### config.mk
export PLATFORM = sky130hd
export DESIGN_NAME = ysyx_25040111_mem_arbiter
export DESIGN_NICKNAME = d
export VERILOG_FILES = /design/src/rtl/ysyx_25040111_mem_arbiter.sv
export SDC_FILE = /design/constraint.sdc
export NUM_CORES = 1
export LEC_CHECK = 0
export CAP_MARGIN = 20
export CORE_MARGIN = 4
export CORE_UTILIZATION = 44
export CTS_CLUSTER_DIAMETER = 100
export DETAILED_ROUTE_END_ITERATION = 6
export GPL_ROUTABILITY_DRIVEN = 0
export PLACE_DENSITY = 0.76
export SETUP_SLACK_MARGIN = 0.15
export SLEW_MARGIN = 20
export SYNTH_ARGS = -nofsm -noshare
export SYNTH_HDL_FRONTEND = slang
export SYNTH_SLANG_ARGS = --single-unit
### constraint.sdc
create_clock -name clock -period 2.28 [get_ports clock]
set_clock_uncertainty 0.1 [all_clocks]
set_input_delay 0.456 -clock clock [delete_from_list [all_inputs] [get_ports clock]]
set_output_delay 0.456 -clock clock [all_outputs]
set_load 0.005 [all_outputs]
### src/rtl/ysyx_25040111_mem_arbiter.sv
// rtl/ysyx_25040111_mem_arbiter.sv - two-requester arbiter (icache refill, LSU) onto one downstream memory port
//
// Purpose:
//   Captures one outstanding request per requester into a pending slot.
//   Grants one slot at a time to the downstream port through an
//   IDLE -> ISSUE -> BUSY sequence, and relays the beat completions back
//   to the owning requester.
//
// Build option:
//   YSYX_25040111_ARB_RR_EN  defined   : round-robin between requesters; the
//                                        pointer moves to the other requester
//                                        after each ISSUE, and ties go to the
//                                        pointed requester (icache after reset).
//                            undefined : fixed priority, LSU over icache.
//   In both builds a lone pending requester is always granted.
//
// Ports:
//   clock, reset            rising-edge clock, synchronous active-high reset
//   ic_rstart/ic_addr/ic_rlen  icache refill request pulse, address, beat count (0 = 1 beat)
//   ic_rok/ic_rdata         icache per-beat valid pulse and data (one cycle after m_ok)
//   ls_start/ls_wen/ls_addr/ls_wdata/ls_wmask  LSU request pulse and fields
//   ls_ok/ls_rdata          LSU completion pulse and load data (one cycle after final m_ok)
//   m_start                 downstream start pulse, high only in ISSUE
//   m_addr/m_wdata/m_wen/m_wmask/m_len  downstream command, stable from ISSUE through BUSY
//   m_ok/m_rdata            downstream beat-done pulse and read data (ignored outside BUSY)

module ysyx_25040111_mem_arbiter (
  input  logic        clock,
  input  logic        reset,
  input  logic        ic_rstart,
  input  logic [31:0] ic_addr,
  input  logic [7:0]  ic_rlen,
  output logic        ic_rok,
  output logic [31:0] ic_rdata,
  input  logic        ls_start,
  input  logic        ls_wen,
  input  logic [31:0] ls_addr,
  input  logic [31:0] ls_wdata,
  input  logic [3:0]  ls_wmask,
  output logic        ls_ok,
  output logic [31:0] ls_rdata,
  output logic        m_start,
  output logic [31:0] m_addr,
  output logic [31:0] m_wdata,
  output logic        m_wen,
  output logic [3:0]  m_wmask,
  output logic [7:0]  m_len,
  input  logic        m_ok,
  input  logic [31:0] m_rdata
);

  typedef enum logic [1:0] {
    IDLE  = 2'd0,
    ISSUE = 2'd1,
    BUSY  = 2'd2
  } state_t;

  state_t      state;

  // Pending slots: flag plus the fields captured on the accepted start pulse.
  logic        ic_pend;
  logic [31:0] ic_addr_q;
  logic [7:0]  ic_len_q;
  logic        ls_pend;
  logic        ls_wen_q;
  logic [31:0] ls_addr_q;
  logic [31:0] ls_wdata_q;
  logic [3:0]  ls_wmask_q;

  // Owner of the transaction currently in ISSUE/BUSY (1 = LSU).
  logic        svc_ls;
  logic [7:0]  beat_cnt;
  // Number of m_ok beats that ends the transaction; icache len 0 still means one beat.
  logic [7:0]  beat_target;

`ifdef YSYX_25040111_ARB_RR_EN
  // 0 = icache is favoured on a tie, 1 = LSU is favoured.
  logic        rr_ptr;
`endif

  logic        last_beat;
  logic        ic_in_svc;
  logic        ls_in_svc;
  logic        ic_accept;
  logic        ls_accept;
  logic        grant_ls;

  assign last_beat = (state == BUSY) && m_ok && ((beat_cnt + 8'd1) == beat_target);

  // The completion cycle no longer counts as in service, so a requester may
  // launch its next request in the same cycle its current one finishes.
  assign ic_in_svc = (state != IDLE) && !svc_ls && !last_beat;
  assign ls_in_svc = (state != IDLE) &&  svc_ls && !last_beat;

  // A start pulse is dropped while the requester already has a pending slot or
  // is being served; the captured fields are then left untouched.
  assign ic_accept = ic_rstart && !ic_pend && !ic_in_svc;
  assign ls_accept = ls_start  && !ls_pend && !ls_in_svc;

`ifdef YSYX_25040111_ARB_RR_EN
  assign grant_ls = ls_pend && (!ic_pend || rr_ptr);
`else
  assign grant_ls = ls_pend;
`endif

  always_ff @(posedge clock) begin
    if (reset) begin
      state       <= IDLE;
      ic_pend     <= 1'b0;
      ic_addr_q   <= 32'd0;
      ic_len_q    <= 8'd0;
      ls_pend     <= 1'b0;
      ls_wen_q    <= 1'b0;
      ls_addr_q   <= 32'd0;
      ls_wdata_q  <= 32'd0;
      ls_wmask_q  <= 4'd0;
      svc_ls      <= 1'b0;
      beat_cnt    <= 8'd0;
      beat_target <= 8'd0;
`ifdef YSYX_25040111_ARB_RR_EN
      rr_ptr      <= 1'b0;
`endif
      m_start     <= 1'b0;
      m_addr      <= 32'd0;
      m_wdata     <= 32'd0;
      m_wen       <= 1'b0;
      m_wmask     <= 4'd0;
      m_len       <= 8'd0;
      ic_rok      <= 1'b0;
      ic_rdata    <= 32'd0;
      ls_ok       <= 1'b0;
      ls_rdata    <= 32'd0;
    end else begin
      // Pulse outputs default low; the cases below raise them for one cycle.
      m_start <= 1'b0;
      ic_rok  <= 1'b0;
      ls_ok   <= 1'b0;

      if (ic_accept) begin
        ic_pend   <= 1'b1;
        ic_addr_q <= ic_addr;
        ic_len_q  <= ic_rlen;
      end

      if (ls_accept) begin
        ls_pend    <= 1'b1;
        ls_wen_q   <= ls_wen;
        ls_addr_q  <= ls_addr;
        ls_wdata_q <= ls_wdata;
        ls_wmask_q <= ls_wmask;
      end

      case (state)
        IDLE: begin
          if (ic_pend || ls_pend) begin
            svc_ls   <= grant_ls;
            beat_cnt <= 8'd0;
            m_start  <= 1'b1;
            state    <= ISSUE;
            if (grant_ls) begin
              m_addr      <= ls_addr_q;
              m_wdata     <= ls_wdata_q;
              m_wen       <= ls_wen_q;
              m_wmask     <= ls_wmask_q;
              m_len       <= 8'd1;
              beat_target <= 8'd1;
            end else begin
              m_addr      <= ic_addr_q;
              m_wdata     <= 32'd0;
              m_wen       <= 1'b0;
              m_wmask     <= 4'd0;
              // m_len carries the raw request (0 stays 0); only the local
              // beat target folds 0 into a single beat.
              m_len       <= ic_len_q;
              beat_target <= (ic_len_q == 8'd0) ? 8'd1 : ic_len_q;
            end
          end
        end

        ISSUE: begin
          // The winner's slot is freed here; the winner cannot be re-accepted
          // this cycle because it is in service, so nothing races the clear.
          if (svc_ls) begin
            ls_pend <= 1'b0;
          end else begin
            ic_pend <= 1'b0;
          end
`ifdef YSYX_25040111_ARB_RR_EN
          rr_ptr <= !svc_ls;
`endif
          state <= BUSY;
        end

        BUSY: begin
          if (m_ok) begin
            if (svc_ls) begin
              ls_ok    <= last_beat;
              ls_rdata <= m_rdata;
            end else begin
              ic_rok   <= 1'b1;
              ic_rdata <= m_rdata;
            end
            if (last_beat) begin
              beat_cnt <= 8'd0;
              state    <= IDLE;
            end else begin
              beat_cnt <= beat_cnt + 8'd1;
            end
          end
        end

        default: begin
          state <= IDLE;
        end
      endcase
    end
  end

endmodule

# Word level (Yosys, flattened, before mapping)
# Cells that the tools add are included.
# Widths: inputs -> output; s select.
[word_totals]
register_bits = 274
input_bits = 146
output_inout_bits = 144
wordCells = 85
[classes]
addsub = 1
n_eq_ne = 6
n_mux = 23
n_bitwise = 4
reduce_logical = 29
[ops]
columns = ["operator", "count"]
rows = [
  ["$mux 32", 2],
  ["$mux 8", 6],
  ["$pmux 8 s2", 1],
  ["$reduce_and 3->1", 4],
  ["$logic_and 1x1->1", 10],
  ["$mux 1", 9],
  ["$add 8x1->8 const B", 1],
  ["$eq 8x8->1", 1],
  ["$logic_not 8->1", 1],
  ["$logic_not 1->1", 6],
  ["$mux 2", 3],
  ["$ne 2x2->1 const B", 3],
  ["$pmux 2 s3", 1],
  ["$mux 4", 1],
  ["$not 1->1", 4],
  ["$reduce_bool 2->1", 2],
  ["$reduce_or 4->1", 1],
  ["$reduce_or 3->1", 1],
  ["$eq 2x1->1 const B", 1],
  ["$eq 2x2->1 const B", 1],
  ["$logic_not 2->1", 1],
  ["$reduce_and 2->1", 1],
  ["$reduce_or 2->1", 1],
  ["$logic_or 1x1->1", 1],
]

# Depth between registers and ports, before layout
# Gate-level depths: netlist (run 1).
[depth]
depth_word = 10
ltp_mapped = 10
mapped_depth_nobuf = 7

# Worst setup path before layout (run 1)
# No wires, ideal clock.
[synth_timing]
kind = "reg2reg"
start = "register beat_cnt[0]"
end = "register ls_addr_q[0]"
setup_time_ns = 0.072
arrival_time_ns = 2.310
required_time_ns = 2.108
path_slack_ns = -0.202
path_stages_with_launch = 11
path_buffers = 3
period_less_slack_ns = 2.482
cell_sequence = "dfxtp_1 -> ha_1 -> buf_4 -> nand3b_1 -> a221o_1 -> a2bb2oi_2 -> o2111ai_2 -> a311oi_2 -> buf_6 -> buf_12 -> mux2i_1"
[synth_between]
elab_chain_len = 7
[synth_lines]
columns = ["element", "line_no", "text"]
rows = [
  ["start: declaration", "72", "logic [7:0] beat_cnt;"],
  ["start signal: assignment", "207", "beat_cnt <= beat_cnt + 8'd1;"],
  ["$add 8x1->8", "88", "assign last_beat = (state == BUSY) && m_ok && ((beat_cnt + 8'd1) == beat_target);"],
  ["$eq 8x8->1", "88", ""],
  ["$logic_and 1x1->1", "88", ""],
  ["$logic_not 1->1", "93", "assign ls_in_svc = (state != IDLE) && svc_ls && !last_beat;"],
  ["$logic_and 1x1->1", "93", ""],
  ["$logic_not 1->1", "98", "assign ls_accept = ls_start && !ls_pend && !ls_in_svc;"],
  ["$logic_and 1x1->1", "98", ""],
  ["end signal: assignment", "148", "ls_addr_q <= ls_addr;"],
  ["end: declaration", "66", "logic [31:0] ls_addr_q;"],
]
# Every way passes these cells.
# A chain may end at the register's enable or synchronous reset.

# Final worst setup path (run 1)
[layout_timing]
start = "register beat_cnt[0]"
end = "register ls_addr_q[24]"
# The elaborated chain is that of the path after synthesis.

==> reports/results.ini, run 1 <==
[power_and_ir_drop]
leakagePower_nw=5.87
intPower_mw=9.12
irDropWorstVdd_uv=618
p_per_area_mw_per_mm2=774
p_seq_frac=0.434
combPwrFrac=0.196
clockPowerShare=0.370
p_sw_mw=3.24
p_sw_frac=0.262

[die]
rows=58
start_util=0.445
core-area_sq_mm=0.0251
die_area_sq_mm=0.0280
pin_count=290
die_w_microns=167
die_h_microns=167

[timing]
finalCritPeriodShare=1.19
slew_headroom=0.331
fmax_mhz=368
rsz0062_at_grt=true
slew_viol_final=0
tightest_slew_ns=0.999
worst_slack_ns=-0.440
finalHoldViolCount=0
timing.hold.ws_ns=0.219
layout_min_cycle_time_ns=2.72
setup_viol=116

[synth]
synth.distinct_cells=46
ys.flop_type=dfxtp_1
ys_seq_area_frac=0.484
synth_warnings=0
postSynthCellCount=1204
syn_area_sq_mm=0.0112
yosys-top-cells-area=dfxtp_1, mux2i_1, nand2b_1, nand2_1, a21oi_1
yosysTopAreaCellShare=0.484
async_flop_share=0
ys_ff_latch=270
synth_edf_count=0
synth_top_cell_by_area=dfxtp_1
syn-num-nets=1351
syn_avg_cell_area_sq_um=9.27

[global_route]
use_met2=0.350
track_usage=0.204
gr-total-overflow=0
met1_usage=0.263
grt_pass1_wl_microns=48000
met3_usage=0.0449
grt_max_degree=129
antenna_found_initial=3
grt_busiest_layer=met2
grt_pass1_vias=9299

[clock_network]
clock_path_buffers=3
path_clk_slew_ns=0.06
clkLatencyLatePin_ns=0.54
h-tree-depth=1
cts_buffers=29
root_buffer=clkbuf_16
cts.sinks=270
hold_buffers=0
cts_tree=built

[final_layout]
layout_commonest_cell=clkdlybuf4s50_1
drive_gt1_frac=0.0993
fill_cells=2043
diodes=0
nets=1644
mostFrequentLayoutCells=clkdlybuf4s50_1, dfxtp_1, nand2b_1, nand2_1, mux2i_1
multi_input_area_sq_mm=0.00531
regArea_sq_mm=0.00542
design_area_sq_mm=0.0160
syn_to_final_growth_pct=43.0

[routing]
vias=9285
routedWlPerCell_microns=16.7
drc=0
drt_iter0_markers=604
drt.antenna.violating_nets=0
vias_per_cell=5.02
firstDrtPassIters=5
wirelength_microns=30900

[place]
placed_cell_area_sq_mm=0.0146
hpwlAfterDp_microns=20300
port_buffers=289
preCtsSetupSlack_ns=-0.591

[setup_path]
arrival_ns=3.08
path_cells=ha_4, xnor2_1, nand4_1, nor3_1, o2111ai_4, a311oi_4, buf_4, buf_16, buf_6, mux2i_1
cp_max_fo=5
path_buf_inv=3
crit_path_max_incr_delay_ns=0.44
worstSetupPathType=reg -> reg
critPathSlowestCell=nor3_1
crit_family=compound AO/OA/AOI/OAI gates
start_kind=flop
cp-end-kind=flop
worstPathRequired_ns=2.64

[min_path]
hp-class=in -> reg

[outcome]
outcome=finished, violations left
violations=setup timing

[job]
drv_cap=0

-- metrics by stage --
step	utilization	TNS (ns)	power (mW)	std cells
floorplan	-	-3.13	6.62	1204
global placement	0.582	-51.86	7.63	1778
detailed placement	0.582	-56.68	7.68	1778
CTS	0.624	-24.47	12.3	1838
global route	0.636	-53.05	12.9	1850
finish	0.636	-38.74	12.4	1850
-- state kept, by name, summed over array words and instances, names as in the netlist, 32 cells and up --
register,flops
ls_addr_q,32
m_wdata,32
ic_addr_q,32
ls_rdata,32
m_addr,32
ic_rdata,32
ls_wdata_q,32
-- Yosys cell counts, types with 4 or more instances --
cell and count:
dfxtp_1 270, nand2b_1 223, nand2_1 153, mux2i_1 142, nor2_1 84, a21oi_1 77
clkbuf_1 72, a22oi_1 39, a211oi_1 32, buf_1 10, buf_4 10, nand3_1 8
buf_12 7, nor3_1 7, xnor2_1 7, and2_1 6, nand3b_1 6, nand4_1 4
o211ai_1 4, xor2_1 4
-- path summary, 6_finish.rpt --
check                       startpoint                          to  slack [ns]  cells past startpoint
max           beat_cnt[0]$_SDFFE_PP0P_  ls_addr_q[24]$_SDFFE_PP0P_       -0.44                     10
max reg2reg   beat_cnt[0]$_SDFFE_PP0P_  ls_addr_q[24]$_SDFFE_PP0P_       -0.44                     10
min reg2reg  ls_rdata[21]$_SDFFE_PP0P_   ls_rdata[21]$_SDFFE_PP0P_        0.35                      2
min                              reset    m_wdata[28]$_SDFFE_PP0P_        0.22                      2
-- power by group through the flow --
stage	Clock [mW]	Combinational [mW]	Sequential (mW)
final	4.58	2.42	5.36
after detailed placement	0	2.23	5.45
after global placement	0	2.18	5.45
after CTS	4.68	2.28	5.36
after floorplan	0	1.22	5.40
after global routing	4.88	2.61	5.41
-- final cells by class --
type                            instances  share of cell area
Tap cell                              330              0.0259
Clock inverter                         11             0.00470
Sequential cell                       270               0.339
Multi-Input combinational cell        829               0.333
Clock buffer                           43              0.0550
Inverter                                3            0.000705
Timing Repair Buffer                  364               0.241
-- metal layers --
metal	wire (microns)	share of wire	up-vias
li1	-	-	4607
met1	13500	0.44	4366
met2	14800	0.48	265
met3	1960	0.063	41
met4	580	0.019	6
met5	33	0.0011	-
-- cell families (layout without fill, tap and decap cells) --
kind of cell               after synthesis  in the layout  share of synthesized area
AOI/OAI and AO/OA                      171            171                     0.0994
xor gates and xnor gates                11             11                    0.00863
adders and majority gates                1              1                    0.00112
buffers and inverters                  105            421                     0.0498
DFF                                    270            270                      0.484
muxes                                  142            142                      0.127
and+or+nand+nor                        504            504                      0.230
-- what timing repair did --
action | CTS | global route
setup buffers | 5 | 3
endpoints found under the hold margin | 0 | 0
gates resized for setup | 8 | 23
gates cloned | 1 | 9
pin swaps | 0 | 9
setup endpoints to repair | 118 | 123
Note: power is estimated with default switching activity, not from simulation.
==> run 2: changes to the inputs <==
- ABC_CLOCK_PERIOD_IN_PS: unset -> 2280
==> results of run 2 <==
The final DEF is identical to that of run 1; final timing and power are the same.
==> run 3: changes to the inputs <==
- CORE_UTILIZATION: 44 -> 46
- CTS_BUF_LIST: unset -> sky130_fd_sc_hd__clkbuf_8
- PLACE_DENSITY: 0.76 -> 0.79
==> run 3 against run 2 <==
The run still ends with setup timing left. Die area is 4.1% lower. Cell count rose by 0.54%. Global-route usage increased by 1.2 points. Critical endpoint is now ls_wdata_q[12]$_SDFFE_PP0P_.
==> reports/results.ini, run 3 (synthesis results as in run 1) <==
[global_route]
antenna_found_initial=5  ; +2
grt_max_degree=157  ; +22%
grt_pass1_vias=9467  ; +1.8%
gr-total-overflow=0  ; unchanged
grt_pass1_wl_microns=47500  ; -0.92%
track_usage=0.216  ; +0.0116

[clock_network]
root_buffer=clkbuf_8
hold_buffers=0  ; unchanged
clkLatencyLatePin_ns=0.54  ; about the same
path_clk_slew_ns=0.06  ; about the same
clock_path_buffers=3  ; unchanged
cts_buffers=45  ; +55%
cts.sinks=270  ; unchanged
h-tree-depth=2  ; +1
cts_tree=built

[final_layout]
multi_input_area_sq_mm=0.00529  ; -0.54%
fill_cells=1905  ; -6.8%
utilization=0.667  ; +0.0308
syn_to_final_growth_pct=41.4
nets=1656  ; +0.73%
layout_commonest_cell=clkdlybuf4s50_1
mostFrequentLayoutCells=clkdlybuf4s50_1, dfxtp_1, nand2b_1, nand2_1, mux2i_1
design_area_sq_mm=0.0158  ; -1.1%
regArea_sq_mm=0.00542  ; about the same
drive_gt1_frac=0.103  ; +0.00390
fin_cells=1860  ; +0.54%

[power_and_ir_drop]
leakagePower_nw=5.84  ; -0.51%
combPwrFrac=0.195  ; about the same
p_sw_frac=0.265  ; +0.00242
p_per_area_mw_per_mm2=762  ; -1.5%
intPower_mw=8.85  ; -2.9%
finalPower_mw=12.0  ; -2.6%
p_seq_frac=0.446  ; +0.012
irDropWorstVdd_uv=382  ; -38%
p_sw_mw=3.19  ; -1.7%
clockPowerShare=0.360  ; -0.010

[routing]
drc=0  ; unchanged
routedWlPerCell_microns=16.3  ; -2.2%
wirelength_microns=30300  ; -1.7%
firstDrtPassIters=5  ; unchanged
drt.antenna.violating_nets=0  ; unchanged
vias_per_cell=5.05  ; +0.70%
vias=9401  ; +1.2%
drt_iter0_markers=581  ; -3.8%

[timing]
slew_viol_final=0  ; unchanged
setup_viol=116  ; unchanged
timing.hold.ws_ns=0.190  ; -0.0298 ns
finalHoldViolCount=0  ; unchanged
fin_setup_tns_ns=-26.24  ; +12.50 ns
finalCritPeriodShare=1.13  ; -0.0674
worst_slack_ns=-0.287  ; +0.154 ns
fmax_mhz=390  ; +6.0%
slew_headroom=0.639  ; +0.307
tightest_slew_ns=0.542  ; -0.457 ns
layout_min_cycle_time_ns=2.57  ; -0.154 ns
rsz0062_at_grt=true

[setup_path]
worstReg2RegStart=beat_cnt[0]$_SDFFE_PP0P_
arrival_ns=2.91  ; -0.17 ns
r2r_slack_ns=-0.29  ; +0.15 ns
cp-end-kind=flop
r2r_cells=9  ; -1
start_kind=flop
worstSetupPathType=reg -> reg
worstPathRequired_ns=2.63  ; about the same
r2r-end=ls_wdata_q[12]$_SDFFE_PP0P_
cp_max_fo=12  ; +7

[min_path]
whs_endpoint=beat_target[4]$_SDFFE_PP0P_
hold_start=reset
whs_path_depth=2  ; unchanged
hp-class=in -> reg

[die]
start_util=0.471  ; +0.0268
die_w_microns=164  ; -2.1%
rows=56  ; -3.4%
die_h_microns=164  ; -2.1%
core-area_sq_mm=0.0237  ; -5.7%
die_area_sq_mm=0.0268  ; -4.1%
pin_count=290  ; unchanged

[place]
place_inst=1769  ; -0.51%
hpwlAfterDp_microns=20400  ; +0.52%
placed_cell_area_sq_mm=0.0146  ; about the same
preCtsSetupSlack_ns=-0.537  ; +0.0541 ns
port_buffers=289  ; unchanged

[outcome]
violations=setup timing
outcome=finished, violations left

[job]
drv_cap=0  ; unchanged

## run 3: per-layer routing
layer,part of all wire,vias to the layer above,track usage
li1,-,4636,-
met1,0.42,4411,0.269
met2,0.48,297,0.368
met3,0.073,49,0.0575
met4,0.018,8,0.0625
met5,0.0015,-,0
## run 3: final cells by class
| cell class | count | share of cell area |
|---|---|---|
| multi-input combinational | 829 | 0.335 |
| tap | 319 | 0.0253 |
| inverter | 3 | 0.000713 |
| clock inverter | 18 | 0.00674 |
| timing repair buffer | 360 | 0.237 |
| clock buffer | 60 | 0.0523 |
| sequential | 270 | 0.343 |
| antenna | 1 | 0.000159 |
## run 3: worst max-delay path by stage
stage	start	endpoint	slack, ns	depth (start not counted)
detailed placement	m_ok	ls_wdata_q[10]$_SDFFE_PP0P_	-0.54	9
global route	beat_cnt[0]$_SDFFE_PP0P_	ic_addr_q[11]$_SDFFE_PP0P_	-0.36	10
finish	beat_cnt[0]$_SDFFE_PP0P_	ls_wdata_q[12]$_SDFFE_PP0P_	-0.29	9
CTS	beat_cnt[0]$_SDFFE_PP0P_	ls_wdata_q[12]$_SDFFE_PP0P_	-0.31	9
global placement	m_ok	ls_wdata_q[5]$_SDFFE_PP0P_	-0.50	9
floorplan	beat_cnt[0]$_SDFFE_PP0P_	ls_addr_q[0]$_SDFFE_PP0P_	-0.05	10
## run 3: critical path: stages, from the launching register on
cell and delay [ns]:
dfxtp_4 0.35, ha_4 0.19, o21ba_4 0.19, a221o_1 0.37
a2bb2oi_4 0.17, o2111ai_4 0.17, a311oi_4 0.34, buf_12 0.22
buf_12 0.16, mux2i_1 0.20
## run 3: what timing repair did
action / CTS / global route
gates resized for setup: 5 / 15
setup buffers: 3 / 5
pin swaps: 0 / 6
setup endpoints to repair: 118 / 120
cloned: 1 / 3
## run 3: power groups by stage
stage               sequential [mW]  combinational [mW]  clock [mW]
global route                   5.41                2.53        4.65
finish                         5.36                2.34        4.33
global placement               5.45                2.16           0
floorplan                      5.40                1.22           0
detailed placement             5.46                2.20           0
CTS                            5.36                2.26        4.43
